`src/rtl/ifetch_pkg.sv`:
```
// Shared fetch-stage definitions: bubble value, opcodes shared with decode,
// fetch mode encoding and the branch offset helper.
package ifetch_pkg;

  localparam logic [31:0] NOP_INSTR = 32'h0000_0000;

  localparam logic [5:0] OP_J   = 6'b000010;
  localparam logic [5:0] OP_BEQ = 6'b000100;
  localparam logic [5:0] OP_BNE = 6'b000101;

  typedef enum logic [1:0] {
    MODE_RUN      = 2'd0,
    MODE_HOLD     = 2'd1,
    MODE_REDIRECT = 2'd2
  } ifetch_mode_e;

  // Sign-extended word offset, already scaled to bytes.
  function automatic logic [31:0] branch_offset(input logic [15:0] imm);
    return {{14{imm[15]}}, imm, 2'b00};
  endfunction

endpackage

```
`src/rtl/ifetch_next_pc.sv`:
```
// Combinational next-pc selection for the fetch stage: branch > jump > stall > pc+4.
module ifetch_next_pc
  import ifetch_pkg::*;
(
  input  logic [31:0] pc,
  input  logic        stall,
  input  logic        branch_taken,
  input  logic [31:0] branch_pc4,
  input  logic [15:0] branch_imm,
  input  logic        jump_en,
  input  logic [31:0] jump_pc4,
  input  logic [25:0] jump_index,
  output logic [31:0] pc_plus4,
  output logic [31:0] next_pc,
  output logic        redirect,
  output logic [1:0]  mode
);

  logic [31:0] branch_target;
  logic [31:0] jump_target;

  assign pc_plus4      = pc + 32'd4;
  assign branch_target = branch_pc4 + branch_offset(branch_imm);
  assign jump_target   = {jump_pc4[31:28], jump_index, 2'b00};

  // A redirect beats stall so a stalled wrong-path fetch is still discarded.
  always_comb begin
    next_pc  = pc_plus4;
    redirect = 1'b0;
    mode     = MODE_RUN;
    if (branch_taken) begin
      next_pc  = branch_target;
      redirect = 1'b1;
      mode     = MODE_REDIRECT;
    end else if (jump_en) begin
      next_pc  = jump_target;
      redirect = 1'b1;
      mode     = MODE_REDIRECT;
    end else if (stall) begin
      next_pc = pc;
      mode    = MODE_HOLD;
    end
  end

endmodule

```
`src/rtl/instruction_fetch.sv`:
```
// MIPS fetch stage: pc register and IF/ID pipeline register.
// Optional IFETCH_PERF_CNT_EN adds perf_fetched / perf_bubbles counters.
module instruction_fetch
  import ifetch_pkg::*;
#(
  parameter logic [31:0] RESET_PC = 32'h0000_0000
) (
  input  logic        clk,
  input  logic        rst_n,
  output logic [31:0] imem_addr,
  input  logic [31:0] imem_data,
  input  logic        stall,
  input  logic        branch_taken,
  input  logic [31:0] branch_pc4,
  input  logic [15:0] branch_imm,
  input  logic        jump_en,
  input  logic [31:0] jump_pc4,
  input  logic [25:0] jump_index,
  output logic [31:0] if_id_instr,
  output logic [31:0] if_id_pc4,
  output logic        if_id_valid
`ifdef IFETCH_PERF_CNT_EN
  ,
  output logic [31:0] perf_fetched,
  output logic [31:0] perf_bubbles
`endif
);

  logic [31:0] pc;
  logic [31:0] pc_plus4;
  logic [31:0] next_pc;
  logic        redirect;
  logic [1:0]  mode;

  assign imem_addr = pc;

  ifetch_next_pc u_next_pc (
    .pc           (pc),
    .stall        (stall),
    .branch_taken (branch_taken),
    .branch_pc4   (branch_pc4),
    .branch_imm   (branch_imm),
    .jump_en      (jump_en),
    .jump_pc4     (jump_pc4),
    .jump_index   (jump_index),
    .pc_plus4     (pc_plus4),
    .next_pc      (next_pc),
    .redirect     (redirect),
    .mode         (mode)
  );

  // Control contract: stall is a level hold request sampled every edge;
  // branch_taken/jump_en are single-edge redirect pulses that take effect
  // on the edge they are seen, override stall, and insert one bubble.
  always_ff @(posedge clk or negedge rst_n) begin
    if (!rst_n) begin
      pc          <= RESET_PC;
      if_id_instr <= NOP_INSTR;
      if_id_pc4   <= 32'd0;
      if_id_valid <= 1'b0;
    end else if (redirect) begin
      pc          <= next_pc;
      if_id_instr <= NOP_INSTR;
      if_id_pc4   <= 32'd0;
      if_id_valid <= 1'b0;
    end else if (mode == MODE_RUN) begin
      pc          <= next_pc;
      if_id_instr <= imem_data;
      if_id_pc4   <= pc_plus4;
      if_id_valid <= 1'b1;
    end
  end

`ifdef IFETCH_PERF_CNT_EN
  always_ff @(posedge clk or negedge rst_n) begin
    if (!rst_n) begin
      perf_fetched <= 32'd0;
      perf_bubbles <= 32'd0;
    end else if (redirect) begin
      perf_bubbles <= perf_bubbles + 32'd1;
    end else if (mode == MODE_RUN) begin
      perf_fetched <= perf_fetched + 32'd1;
    end
  end
`endif

endmodule

```
`config.mk`:
```
export PLATFORM = sky130hd
export DESIGN_NAME = instruction_fetch
export DESIGN_NICKNAME = d
export VERILOG_FILES = /design/src/rtl/ifetch_pkg.sv /design/src/rtl/ifetch_next_pc.sv /design/src/rtl/instruction_fetch.sv
export SDC_FILE = /design/constraint.sdc
export NUM_CORES = 1
export LEC_CHECK = 0
export BUFFER_PORTS_ARGS = -buffer_cell sky130_fd_sc_hd__buf_2
export CORE_UTILIZATION = 50
export CTS_BUF_LIST = sky130_fd_sc_hd__clkbuf_4
export CTS_CLUSTER_DIAMETER = 30
export DETAILED_ROUTE_END_ITERATION = 10
export PLACE_DENSITY = 0.8
export RECOVER_POWER = 50
export SYNTH_ARGS = -nofsm -noshare
export SYNTH_HDL_FRONTEND = slang
export SYNTH_SLANG_ARGS = --single-unit
```
`constraint.sdc`:
```
create_clock -name clk -period 3.8 [get_ports clk]
set_clock_uncertainty 0.1 [all_clocks]
set_input_delay 0.57 -clock clk [delete_from_list [all_inputs] [get_ports clk]]
set_output_delay 0.57 -clock clk [all_outputs]
set_load 0.1 [all_outputs]
```
=== Yosys cells after proc, flatten, opt, wreduce, memory -nomap -nowiden ===
Index checks and enable logic that the tools add are counted.

* Register bits: 97

* $add $sub $neg: 2
* Multiplexer cells: 16
* Reduce and logical (&&, ||, !) cells: 2

{| class="wikitable"
|+ Operators by type and width
! operator !! number
|-
| two-way mux 32 bit || 9
|-
| adder 32 x 3 -> 32 bit, second input constant || 1
|-
| adder 32 bit || 1
|-
| two-way mux 1 bit || 5
|-
| two-way mux 2 bit || 2
|-
| logical NOT 2 bit || 1
|-
| nonzero test 2 bit || 1
|}

=== Depth between registers and ports, before layout ===
* Depth in word-level cells: 6
* Gate-level depth with buffers: 11
* Gate-level depth less buffers: 9

=== Hierarchy ===
From an unflattened synthesis, not the netlist that was laid out.

* Cells, all modules: 877
* Area, all modules: 7,589.8 µm²

{| class="wikitable"
|+ By module, submodules not included
! module !! times used !! cells each !! area an instance (µm²)
|-
| instruction_fetch || 1 || 362 || 4,194.0
|-
| ifetch_next_pc || 1 || 515 || 3,395.8
|}

=== Worst setup path after synthesis ===
OpenSTA, ideal clock, no wires.

* Kind: register -> register
* From: reg pc[2], in the netlist imem_addr[2]
* To: reg pc[28], in the netlist imem_addr[28]
* Data arrival time: 2,868 ps
* Data required time: 3,575 ps
* Slack: 707 ps
* Cell stages (with the launch flop): 9
* Buffers on the path: 0
* Period minus slack after synthesis: 3,093 ps
* Cells stage by stage: dfrtp_1 > ha_1 > nand3_1 > or3_1 > nor4_2 > xor2_1 > mux2_1 > a21oi_1 > nand3_1

* Longest elaborated chain between the ends: 6

{| class="wikitable"
|+ RTL lines
! item !! RTL line !! source
|-
| start: declaration || instruction_fetch.sv:29 || <nowiki>logic [31:0] pc;</nowiki>
|-
| start signal: assignment || instruction_fetch.sv:62 || <nowiki>pc <= next_pc;</nowiki>
|-
| start signal: assignment || instruction_fetch.sv:67 || <nowiki>pc <= next_pc;</nowiki>
|-
| adder 32 x 3 -> 32 bit (*) || ifetch_next_pc.sv:22 || <nowiki>assign pc_plus4 = pc + 32'd4;</nowiki>
|-
| two-way mux 32 bit (*) || ifetch_next_pc.sv:39 || <nowiki>end else if (stall) begin</nowiki>
|-
| two-way mux 32 bit (*) || ifetch_next_pc.sv:35 || <nowiki>end else if (jump_en) begin</nowiki>
|-
| two-way mux 32 bit (*) || ifetch_next_pc.sv:31 || <nowiki>if (branch_taken) begin</nowiki>
|-
| two-way mux 32 bit || instruction_fetch.sv:66 || <nowiki>end else if (mode == MODE_RUN) begin</nowiki>
|-
| two-way mux 32 bit (*) || instruction_fetch.sv:61 || <nowiki>end else if (redirect) begin</nowiki>
|}

Mark *: on every way between the ends. The rest lies on a longest branch, timed or not. The select of a mux whose other input is x is not followed.
A chain may end at the register's enable or synchronous reset.

=== Worst setup path after layout ===
* From: in branch_taken
* To: reg pc[21], in the netlist imem_addr[21]

* Longest elaborated chain between the ends: 3

{| class="wikitable"
|+ RTL lines
! item !! RTL line !! source
|-
| start: declaration || instruction_fetch.sv:13 || <nowiki>input logic branch_taken,</nowiki>
|-
| two-way mux 32 bit or two-way mux 2 bit (tied branches) || ifetch_next_pc.sv:31 ||
|-
| two-way mux 32 bit or logical NOT 2 bit (tied branches) || instruction_fetch.sv:66 ||
|-
| two-way mux 32 bit or nonzero test 2 bit (tied branches) || - ||
|}

Several ways; a longest one is shown, not always the timed one. The select of a mux whose other input is x is not followed.

==> impl_metrics.yaml <==
route:
  vias: 6102
  dr.pass1.iters: 6
  routed_via_density: 5.443
  ant_nets: 0
  remaining_drc_errors: 0
  routed_wl_microns: 17430
  drt-initial-drc-count: 419
  avgRoutedWirePerCell_microns: 15.55
yosys:
  syn_avg_cell_area_sq_um: 8.810
  synth_most_common_cell: "nor2_1"
  synth_cells: 756
  synth_nets: 930
  ys_async_sr_fraction_pct: 100.0
  synthDistinctLibCells: 61
  netlist_area_sq_um: 6660
  yosysTopAreaCell: "dfrtp_1"
  synth_top_area_share_pct: 36.45
  yosys_most_used_dff: "dfrtp_1"
  synth_seq_area_share_pct: 36.45
  ys_ff_latch: 97
  synth_area_leaders: "dfrtp_1, mux2i_1, xor2_1, ha_1, nor2_1"
  yosys_warnings: 0
  synth_commonest_cells: "nor2_1, dfrtp_1, nand2_1"
  synth_enable_flop_cells: 0
cells_and_area:
  diodes: 0
  drive_gt1_share_pct: 23.92
  fin_nets: 1119
  multi_input_area_sq_um: 4029
  final_area_sq_um: 7951
  fillers: 1175
  areaGrowthSynthToFinish_pct: 19.39
  final_util_pct: 62.00
  final-seq-area_sq_um: 2427
floorplan:
  ios: 240
  die-area_sq_um: 13790
  fp-row-count: 41
  die_h_microns: 117.4
  fp.dieW_microns: 117.4
  core_region_area_sq_um: 12820
  start_util_pct: 51.93
clocking:
  cts_sinks: 97
  cts_tree: "yes"
  clock_latency_ps: 440
  path_clk_slew_ps: 140
  postCtsHoldBufs: 0
  cts-root-buf: "clkbuf_4"
  clock_path_buffers: 2
  cts_setup_buffers: 0
  h-tree-depth: 3
  ctsResizeCount: 0
  numCtsBuffers: 9
timing:
  period_needed_ps: 2899
  worstMarginPinSlew_ps: 1843
  max-slew-margin-rel_pct: -22.88
  fin_crit_sh_pct: 76.28
  setup_viol: 0
  grt_setup_unrepaired: "no"
  hold_viol: 0
  timing.fmax_mhz: 345.0
  maxSlewViolCount: 77
  finalSetupTns_ps: 0
  fin_ws_ps: 901.5
placement:
  portBuffers: 211
  post_dp_cell_area_sq_um: 7844
  dp_hpwl_microns: 13410
  gp_congestion: 0.9213
  place_ws_ps: 652.0
global_routing:
  grt_pass1_vias: 5661
  gr-total-overflow: 0
  grt_pass1_wl_microns: 28470
  antenna_found_initial: 0
  track_usage_pct: 25.61
  grt_max_degree: 77
hold_path:
  hold_path_depth: 2
  hold_start: "branch_pc4[0]"
  min_to: "imem_addr[0]$_DFFE_PN0P_"
  hold_class: "in2reg"
power:
  vdd_drop_max_mv: 0.1953
  powerDensity_nw_per_um2: 413.7
  finalPower_mw: 3.290
  p_leak_nw: 3.865
setup_path:
  end_kind: "flip-flop"
  arrival_ps: 3170
  crit_fanout: 21
  cp-start-kind: "input pin"
  reg2reg_to: "imem_addr[28]$_DFFE_PN0P_"
  rr_startpoint: "imem_addr[2]$_DFFE_PN0P_"
  rr_worst_depth: 8
  crit_required_ps: 4070
  critical_path_class: "in2reg"
  regToRegSetupSlack_ps: 1160
outcome:
  violations: "max-capacitance violations, max-slew violations"
  status: "finished with violations"
job:
  drv_cap: 1
metal layers:
metal / part of all wire [%] / global-route usage (%) / vias up
met5: 0 / 0 / -
met4: 1.7 / 8.766 / 0
met3: 6.6 / 5.058 / 21
met2: 45 / 40.01 / 223
met1: 47 / 35.38 / 2776
li1: - / - / 3082
worst max-delay path, stage by stage:
cell and delay (ps):
clkbuf_1 460, clkbuf_1 730, nor2_1 90, clkbuf_1 300, nand2_1 420, a21oi_1 110, or3_1 370, o21ai_1 100
registers in the layout, indices dropped and copies added (netlist names):
register and cells:
imem_addr 32, if_id_valid 1, if_id_instr 32, if_id_pc4 32
per-stage QoR:
step	hold slack [ps]	cells
after detailed placement	374.3	1106
final	250.2	1121
after global routing	245.2	1121
after floorplan	174.4	756
after global placement	368.5	1106
after CTS	157.9	1121
cell type report:
| cell class | count | area share (%) |
|---|---|---|
| multi-input combinational | 607 | 50.67 |
| sequential | 97 | 30.53 |
| timing repair buffer | 221 | 13.66 |
| tap | 172 | 2.707 |
| clock inverter | 6 | 1.164 |
| clock buffer | 9 | 0.8497 |
| inverter | 9 | 0.4249 |
power by group:
group | internal, mW | leakage, nW | total [mW] | switching [mW]
Combinational | 0.363 | 2.52 | 1.44 | 1.08
Sequential | 1.11 | 1.27 | 1.23 | 0.118
Clock | 0.267 | 0.0786 | 0.613 | 0.346
Total | 1.74 | 3.86 | 3.29 | 1.54
worst max-delay path by stage:
stage	from	end	slack, ps
after global routing	branch_taken	imem_addr[21]$_DFFE_PN0P_	750
after CTS	imem_addr[2]$_DFFE_PN0P_	imem_addr[28]$_DFFE_PN0P_	1140
after global placement	branch_pc4[2]	imem_addr[26]$_DFFE_PN0P_	670
final	branch_taken	imem_addr[21]$_DFFE_PN0P_	900
after floorplan	imem_addr[2]$_DFFE_PN0P_	imem_addr[28]$_DFFE_PN0P_	710
after detailed placement	branch_pc4[2]	imem_addr[26]$_DFFE_PN0P_	650
cells by family after synthesis:
group           share of synthesized area [%]
simple gates                            18.13
compound gates                          19.52
flops                                   36.45
xor+xnor                                9.337
buf+inv                                 3.062
mux                                     7.571
fa+ha+maj                               5.937
cell usage in the layout (no fill, tap or decap), types with 9 or more instances in the layout:
| master | count |
|---|---|
| o21ai_1 | 18 |
| nor2_1 | 99 |
| dfrtp_1 | 97 |
| clkbuf_1 | 30 |
| ha_1 | 30 |
| mux2i_1 | 47 |
| buf_2 | 183 |
| a21oi_1 | 56 |
| clkbuf_4 | 9 |
| a21o_1 | 12 |
| o21ai_0 | 47 |
| nand3_1 | 19 |
| xnor2_1 | 28 |
| nand2_1 | 74 |
| xor2_1 | 43 |
| nand4_1 | 14 |
Note: power is estimated with default switching activity, not from simulation.
